## config.mk

```make
export PLATFORM = sky130hd
export DESIGN_NAME = washer_actuator_driver
export DESIGN_NICKNAME = d
export VERILOG_FILES = /design/src/rtl/washer_actuator_driver.sv
export SDC_FILE = /design/constraint.sdc
export NUM_CORES = 1
export LEC_CHECK = 0
export ABC_AREA = 1
export ABC_CLOCK_PERIOD_IN_PS = 3200
export BUFFER_PORTS_ARGS = -buffer_cell sky130_fd_sc_hd__buf_2
export CAP_MARGIN = 20
export CORE_ASPECT_RATIO = 2
export CORE_MARGIN = 8
export CORE_UTILIZATION = 63
export CTS_CLUSTER_SIZE = 10
export DETAILED_ROUTE_END_ITERATION = 6
export PLACE_DENSITY = 0.85
export SLEW_MARGIN = 0
export SYNTH_ARGS = -nofsm -noshare
export SYNTH_HDL_FRONTEND = slang
export SYNTH_SLANG_ARGS = --single-unit
```

## constraint.sdc

```tcl
create_clock -name clk -period 3.2 [get_ports clk]
set_clock_uncertainty 0.05 [all_clocks]
set_input_delay 0.64 -clock clk [delete_from_list [all_inputs] [get_ports clk]]
set_output_delay 0.64 -clock clk [all_outputs]
set_load 0.03 [all_outputs]
```

## src/rtl/washer_actuator_driver.sv

```systemverilog
// Plant-side actuator driver: decodes washer cycle state and water command into
// valve, motor and door-lock drives and times each phase. Optional: WASHER_FILL_FAULT_EN.
module washer_actuator_driver #(
  parameter int TIMER_W      = 16,
  parameter int AGITATE_HALF = 16,
  parameter int AGITATE_REVS = 8,
  parameter int SPIN_CYCLES  = 64,
  parameter int FILL_TIMEOUT = 255
) (
  input  logic       clk,
  input  logic       rst,
  input  logic [2:0] state_in,
  input  logic [1:0] water_in,
  input  logic       door,
  input  logic       level_full,
  output logic       hot_valve,
  output logic       cold_valve,
  output logic       motor_en,
  output logic       motor_dir,
  output logic       motor_fast,
  output logic       door_lock,
  output logic       step_done,
  output logic       fault
);

  typedef enum logic [2:0] {
    P_IDLE,
    P_FILL,
    P_AGITATE,
    P_SPIN,
    P_DONE,
    P_FAULT
  } phase_t;

  localparam int REV_W = $clog2(AGITATE_REVS + 1);

  phase_t             phase_q, phase_d;
  logic [TIMER_W-1:0] timer_q, timer_d;
  logic [REV_W-1:0]   revs_q, revs_d;
  logic               dir_q, dir_d;
  logic [2:0]         prev_q;
  logic               first_q;
  logic               restart;

  logic hot_d, cold_d, en_d, dir_out_d, fast_d, lock_d, done_d, fault_d;

  function automatic logic [TIMER_W-1:0] sat_inc(input logic [TIMER_W-1:0] v);
    return (&v) ? v : v + 1'b1;
  endfunction

  assign restart = first_q || (state_in != prev_q);

  // NOTE: every signal written here gets a default first, so no path leaves one
  // unassigned and no latch is inferred.
  always_comb begin
    phase_d   = phase_q;
    timer_d   = timer_q;
    revs_d    = revs_q;
    dir_d     = dir_q;
    hot_d     = 1'b0;
    cold_d    = 1'b0;
    en_d      = 1'b0;
    dir_out_d = 1'b0;
    fast_d    = 1'b0;
    done_d    = 1'b0;
    lock_d    = (state_in >= 3'd2) && !door;
`ifdef WASHER_FILL_FAULT_EN
    fault_d   = fault;
`else
    fault_d   = 1'b0;
`endif

    if (restart) begin
      // A new command always starts its phase from scratch and never reports completion.
      timer_d = '0;
      revs_d  = '0;
      dir_d   = 1'b0;
      unique case (state_in)
        3'd2, 3'd5: phase_d = P_FILL;
        3'd3, 3'd6: phase_d = P_AGITATE;
        3'd4, 3'd7: phase_d = P_SPIN;
        default: begin
          phase_d = P_IDLE;
          fault_d = 1'b0;
        end
      endcase
    end else begin
      unique case (phase_q)
        P_FILL: begin
          if (!door) begin
            if (level_full) begin
              done_d  = 1'b1;
              phase_d = P_DONE;
            end
`ifdef WASHER_FILL_FAULT_EN
            else if (timer_q >= TIMER_W'(FILL_TIMEOUT)) begin
              fault_d = 1'b1;
              phase_d = P_FAULT;
            end
`endif
            else begin
              hot_d   = water_in[1];
              cold_d  = water_in[0];
              timer_d = sat_inc(timer_q);
            end
          end
        end

        P_AGITATE: begin
          if (revs_q == REV_W'(AGITATE_REVS)) begin
            done_d  = 1'b1;
            phase_d = P_DONE;
          end else begin
            // Direction is held while the door is open so agitation resumes where it stopped.
            dir_out_d = dir_q;
            if (!door) begin
              en_d = 1'b1;
              if (timer_q == TIMER_W'(AGITATE_HALF - 1)) begin
                timer_d = '0;
                dir_d   = ~dir_q;
                revs_d  = revs_q + 1'b1;
              end else begin
                timer_d = sat_inc(timer_q);
              end
            end
          end
        end

        P_SPIN: begin
          if (timer_q >= TIMER_W'(SPIN_CYCLES)) begin
            done_d  = 1'b1;
            phase_d = P_DONE;
          end else if (!door) begin
            en_d    = 1'b1;
            fast_d  = 1'b1;
            timer_d = sat_inc(timer_q);
          end
        end

        default: ;  // P_IDLE, P_DONE, P_FAULT: drives stay off until the command changes
      endcase
    end
  end

  // NOTE: sequential state uses non-blocking assignments so every register samples
  // the pre-edge values, independent of statement order.
  always_ff @(posedge clk) begin
    if (rst) begin
      phase_q    <= P_IDLE;
      timer_q    <= '0;
      revs_q     <= '0;
      dir_q      <= 1'b0;
      prev_q     <= 3'd0;
      first_q    <= 1'b1;
      hot_valve  <= 1'b0;
      cold_valve <= 1'b0;
      motor_en   <= 1'b0;
      motor_dir  <= 1'b0;
      motor_fast <= 1'b0;
      door_lock  <= 1'b0;
      step_done  <= 1'b0;
      fault      <= 1'b0;
    end else begin
      phase_q    <= phase_d;
      timer_q    <= timer_d;
      revs_q     <= revs_d;
      dir_q      <= dir_d;
      prev_q     <= state_in;
      first_q    <= 1'b0;
      hot_valve  <= hot_d;
      cold_valve <= cold_d;
      motor_en   <= en_d;
      motor_dir  <= dir_out_d;
      motor_fast <= fast_d;
      door_lock  <= lock_d;
      step_done  <= done_d;
      fault      <= fault_d;
    end
  end

endmodule

```

# Word-level counts from Yosys, hierarchy flattened
# Index checks and enable logic that the tools add are counted.
classes:
  n_bitwise: 6
  eq_ne: 22
  n_addsub: 2
  muxes: 26
  n_reduce_logical: 16
  order_cmp: 2
ops:
  columns: ["op", "n"]
  rows:
  - ["16-bit two-way mux", 8]
  - ["16-bit one-hot mux with 3 select lines", 1]
  - ["16-bit by 1-bit adder with 16-bit output, second input constant", 1]
  - ["16-bit by 4-bit == test with 1-bit output, second input constant", 1]
  - ["16-bit by 7-bit greater-or-equal comparator with 1-bit output, second input constant", 1]
  - ["16-bit AND reduction", 1]
  - ["3-bit two-way mux", 5]
  - ["3-bit by 2-bit == test with 1-bit output, second input constant", 4]
  - ["3-bit == test, second input constant", 4]
  - ["2-bit != test, second input constant", 6]
  - ["3-bit != test, second input constant", 4]
  - ["3-bit one-hot mux with 3 select lines", 1]
  - ["1-bit two-way mux", 8]
  - ["2-bit OR reduction", 4]
  - ["7-bit AND reduction", 1]
  - ["1-bit NOT", 6]
  - ["2-bit one-hot mux with 3 select lines", 1]
  - ["5-bit AND reduction", 1]
  - ["5-bit OR reduction", 1]
  - ["4-bit by 1-bit adder with 4-bit output, second input constant", 1]
  - ["4-bit == test, second input constant", 1]
  - ["4-bit AND reduction", 1]
  - ["4-bit nonzero test", 1]
  - ["4-bit OR reduction", 1]
  - ["10 further kinds", 10]
word_totals:
  wordCells: 87
  inputBits: 9
  regBits: 35

# Longest topological paths before layout
logic_depth:
  ltp_word: 6
  ltp_mapped: 11
  ltp_nobuf: 11

# Worst setup path before layout
# OpenSTA, ideal clock, no wires.
synth_timing:
  path_type: "input to register"
  startpoint: "input port state_in[2]"
  endpoint: "register timer_q[11]"
  path_stages: 7
  arrival_ns: 1.541
  setup_ns: 0.066
  slack_ns: 1.543
  cell_sequence: "xor2_1 nor3_4 inv_2 nor2_4 inv_2 buf_6 a21oi_2"
synth_via:
  elab_chain_cells: 3
synth_lines:
  columns: ["element", "line_no", "text"]
  rows:
  - ["start, declared", "12", "input logic [2:0] state_in,"]
  - ["3-bit != test", "51", "assign restart = first_q || (state_in != prev_q);"]
  - ["1-bit logical OR", "51", null]
  - ["2-bit OR reduction (no line)", null, null]
  - ["end signal, assigned", "165", "timer_q <= timer_d;"]
  - ["end, declared", "38", "logic [TIMER_W-1:0] timer_q, timer_d;"]
# No other way between the ends.
# A chain may end at the register's enable or synchronous reset.

# Final worst setup path
layout_timing:
  startpoint: "register revs_q[0]"
  endpoint: "register timer_q[5]"
layout_via:
  elab_chain_cells: 3
layout_lines:
  columns: ["element", "line_no", "text"]
  rows:
  - ["start, declared", "39", "logic [REV_W-1:0] revs_q, revs_d;"]
  - ["start signal, assigned", "166", "revs_q <= revs_d;"]
  - ["4-bit == test", "110", "if (revs_q == REV_W'(AGITATE_REVS)) begin"]
  - ["2-bit != test (no line)", null, null]
  - ["7-bit AND reduction (no line)", null, null]
# No other way between the ends.

==> impl_metrics.toml <==
[synth]
synth.area.top_cells = "dfxtp_1, nand2_1, nor2_1"
synth_nets = 309
synth_compound_area_share_pct = 13.2
netlist-cell-type-count = 31
synth_flop_cell = "dfxtp_1"
post_synth_mux_area_share_pct = 0
syn_area_per_cell_sq_um = 6.75
synth_edf_count = 0
synthTopCellsByCount = "nand2_1, dfxtp_1, nor2_1"
yosys.area_share.xor_xnor_pct = 4.38
synth_simple_gate_area_share_pct = 35.3
synth_fa_ha_area_share_pct = 2.50
synthesis.area_sq_um = 2000
yosysWarnings = 0
yosysSeqAreaShare_pct = 35.0
ys_seq_elements = 35
syn_inst = 296
synth_top_family_by_area = "simple AND/OR/NAND/NOR gates"
synth_top_area_cell = "dfxtp_1"
async_reset_ff_share_pct = 0
synth_most_common_cell = "nand2_1"
yosysTopAreaCellShare_pct = 35.0

[clock_network]
clock_latency_ps = 290
cts_setup_buffers = 0
cts_hold_buf = 0
clock-sinks = 35
root_buffer = "clkbuf_8"
cts_buffer_depth = 2
cts_max_level = 2
cts_buffers = 5
cts_resized = 0
cts.clk_slew.worst_paths_ps = 70
cts_tree = "yes"

[timing]
finalSetupViolCount = 0
rsz0062_at_grt = "false"
period_minus_slack_ps = 1830
fmax_mhz = 546
setup_slack_ps = 1370
whs_ps = 420
slew_viol_final = 0
setup_tns_ps = 0
hold_viol = 0
min_period_over_period_pct = 57.2

[critical_path]
worst_ep_arrival_time_ps = 1950
rr_worst_depth = 9
crit_type = "flip-flop to flip-flop"
crit_path_end = "timer_q[5]$_SDFFE_PP0P_"
required_ps = 3320
r2r_setup_slack_ps = 1370
worst_r2r_startpoint = "revs_q[0]$_SDFFE_PP0P_"
reg2reg_to = "timer_q[5]$_SDFFE_PP0P_"
start_kind = "flip-flop"
crit_start = "revs_q[0]$_SDFFE_PP0P_"
crit_fanout = 16
cp-end-kind = "flip-flop"

[floorplanning]
fp.dieArea_sq_um = 5340
coreArea_sq_um = 3080
die_x_um = 55.8
rows = 29
io-pin-count = 17
initial_core_util_pct = 64.8
die_h_um = 95.7

[run]
maxCapViolations = 0

[global_route]
antenna_found_initial = 0
grt_usage_pct = 16.3
grt-ovfl-total = 0
grt_pass1_vias = 1706
grt_start_max_net_pins = 17
grt_pass1_wl_um = 7350

[route]
vias = 1782
drc = 0
wl_per_cell_um = 12.2
drt_iter0_markers = 65
ant_nets = 0
drt-total-wl_um = 4180
drtPass1Iterations = 4
viasPerCell = 5.18

[finish]
syn2layout_area_growth_pct = 9.14
num_antenna_cells = 0
fin_util_pct = 70.8
design_area_sq_um = 2180
fillers = 260
final_nets = 325
drive_gt1_share_pct = 16.3

[placement]
place_ws_ps = 1210
place_congestion = 0.867
placed_cell_area_sq_um = 2070
post-dp-hpwl_um = 3170
portBuffers = 15

[power]
p_leak_nw = 0.948
power_density_nw_per_um2 = 417
ir_worst_vdd_mv = 0.326

[worst_hold_path]
holdCritPathClass = "flip-flop to flip-flop"

[outcome]
status = "completed"
sequential cells by signal (all words and copies together), names as in the netlist:
register / flops
first_q: 1
dir_q: 1
revs_q: 4
prev_q: 3
timer_q: 16
motor_fast: 1
hot_valve: 1
step_done: 1
motor_en: 1
door_lock: 1
motor_dir: 1
cold_valve: 1
phase_q: 3
cell usage in the layout, fill, tap and decap left out:
cell type and n:
nand2_1 93, dfxtp_1 35, nor2_1 34, inv_1 31
buf_2 15, a21oi_1 14, nand3_1 13, o21ai_0 11
a21oi_2 10, xor2_1 8, inv_2 6, nand4_1 6
clkbuf_8 5, nor2_2 4, ha_1 4, o21bai_1 3
nor3_1 3, nand3_2 2, clkinv_2 2, nand3b_1 2
xnor2_1 2, nor3_4 1, nor2_4 1, o21ai_4 1
nand2_2 1, nand3_4 1, o211ai_1 1, o21ai_1 1
conb_1 1, bufinv_16 1, clkinv_4 1
worst max-delay path, cell delays in order, from the launching register on:
cell	delay, ps
dfxtp_1	330
inv_1	100
ha_1	150
nand2_1	50
nor2_1	180
nand2_1	160
nand3_4	210
clkinv_2	240
o21ai_0	150
a21oi_1	80
where the power goes:
group / internal, mW / total [mW] / switching [mW]
sequential: 0.442 / 0.445 / 0.00364
combinational: 0.0201 / 0.0685 / 0.0485
clock: 0.232 / 0.397 / 0.165
total: 0.694 / 0.911 / 0.217
cell type report:
type | count | area [sq um] | share of cell area, %
clock buffers | 5 | 68.8 | 3.15
repair buffers | 15 | 75.1 | 3.44
flip-flops and latches | 35 | 701 | 32.1
multi-input cells | 217 | 1110 | 50.9
inverters | 38 | 144 | 6.59
well taps | 31 | 38.8 | 1.78
clock inverters | 3 | 43.8 | 2.01
layer usage:
| metal | GRT usage (%) | share of wire, % |
|---|---|---|
| met1 | 18.4 | 44 |
| met2 | 29.3 | 51 |
| met3 | 3.60 | 3.3 |
| met4 | 5.85 | 1.6 |
| met5 | 0 | 0 |
how the worst min path moves through the flow:
| stage | cells after the start | startpoint | endpoint | slack, ps |
|---|---|---|---|---|
| after floorplan | 2 | dir_q$_SDFFE_PP0P_ | motor_dir$_SDFF_PP0_ | 390 |
| after global placement | 2 | dir_q$_SDFFE_PP0P_ | motor_dir$_SDFF_PP0_ | 400 |
| after detailed placement | 2 | dir_q$_SDFFE_PP0P_ | motor_dir$_SDFF_PP0_ | 400 |
| after CTS | 2 | dir_q$_SDFFE_PP0P_ | motor_dir$_SDFF_PP0_ | 420 |
| after global routing | 2 | phase_q[1]$_SDFFE_PP0P_ | phase_q[1]$_SDFFE_PP0P_ | 450 |
| final | 2 | dir_q$_SDFFE_PP0P_ | motor_dir$_SDFF_PP0_ | 420 |
stage by stage:
| stage | std cells | total power [mW] |
|---|---|---|
| floorplan | 296 | 0.509 |
| global placement | 336 | 0.520 |
| detailed placement | 336 | 0.523 |
| CTS | 344 | 0.915 |
| global route | 344 | 0.939 |
| finish | 344 | 0.911 |
cells by family (layout without fill, tap and decap cells):
kind of cell	Yosys count	after routing
AOI/OAI and AO/OA	41	41
xor gates and xnor gates	10	10
adders and majority gates	4	4
buffers and inverters	44	61
DFF	35	35
other	1	1
and+or+nand+nor	161	161
Power figures use the tool's default switching activity.
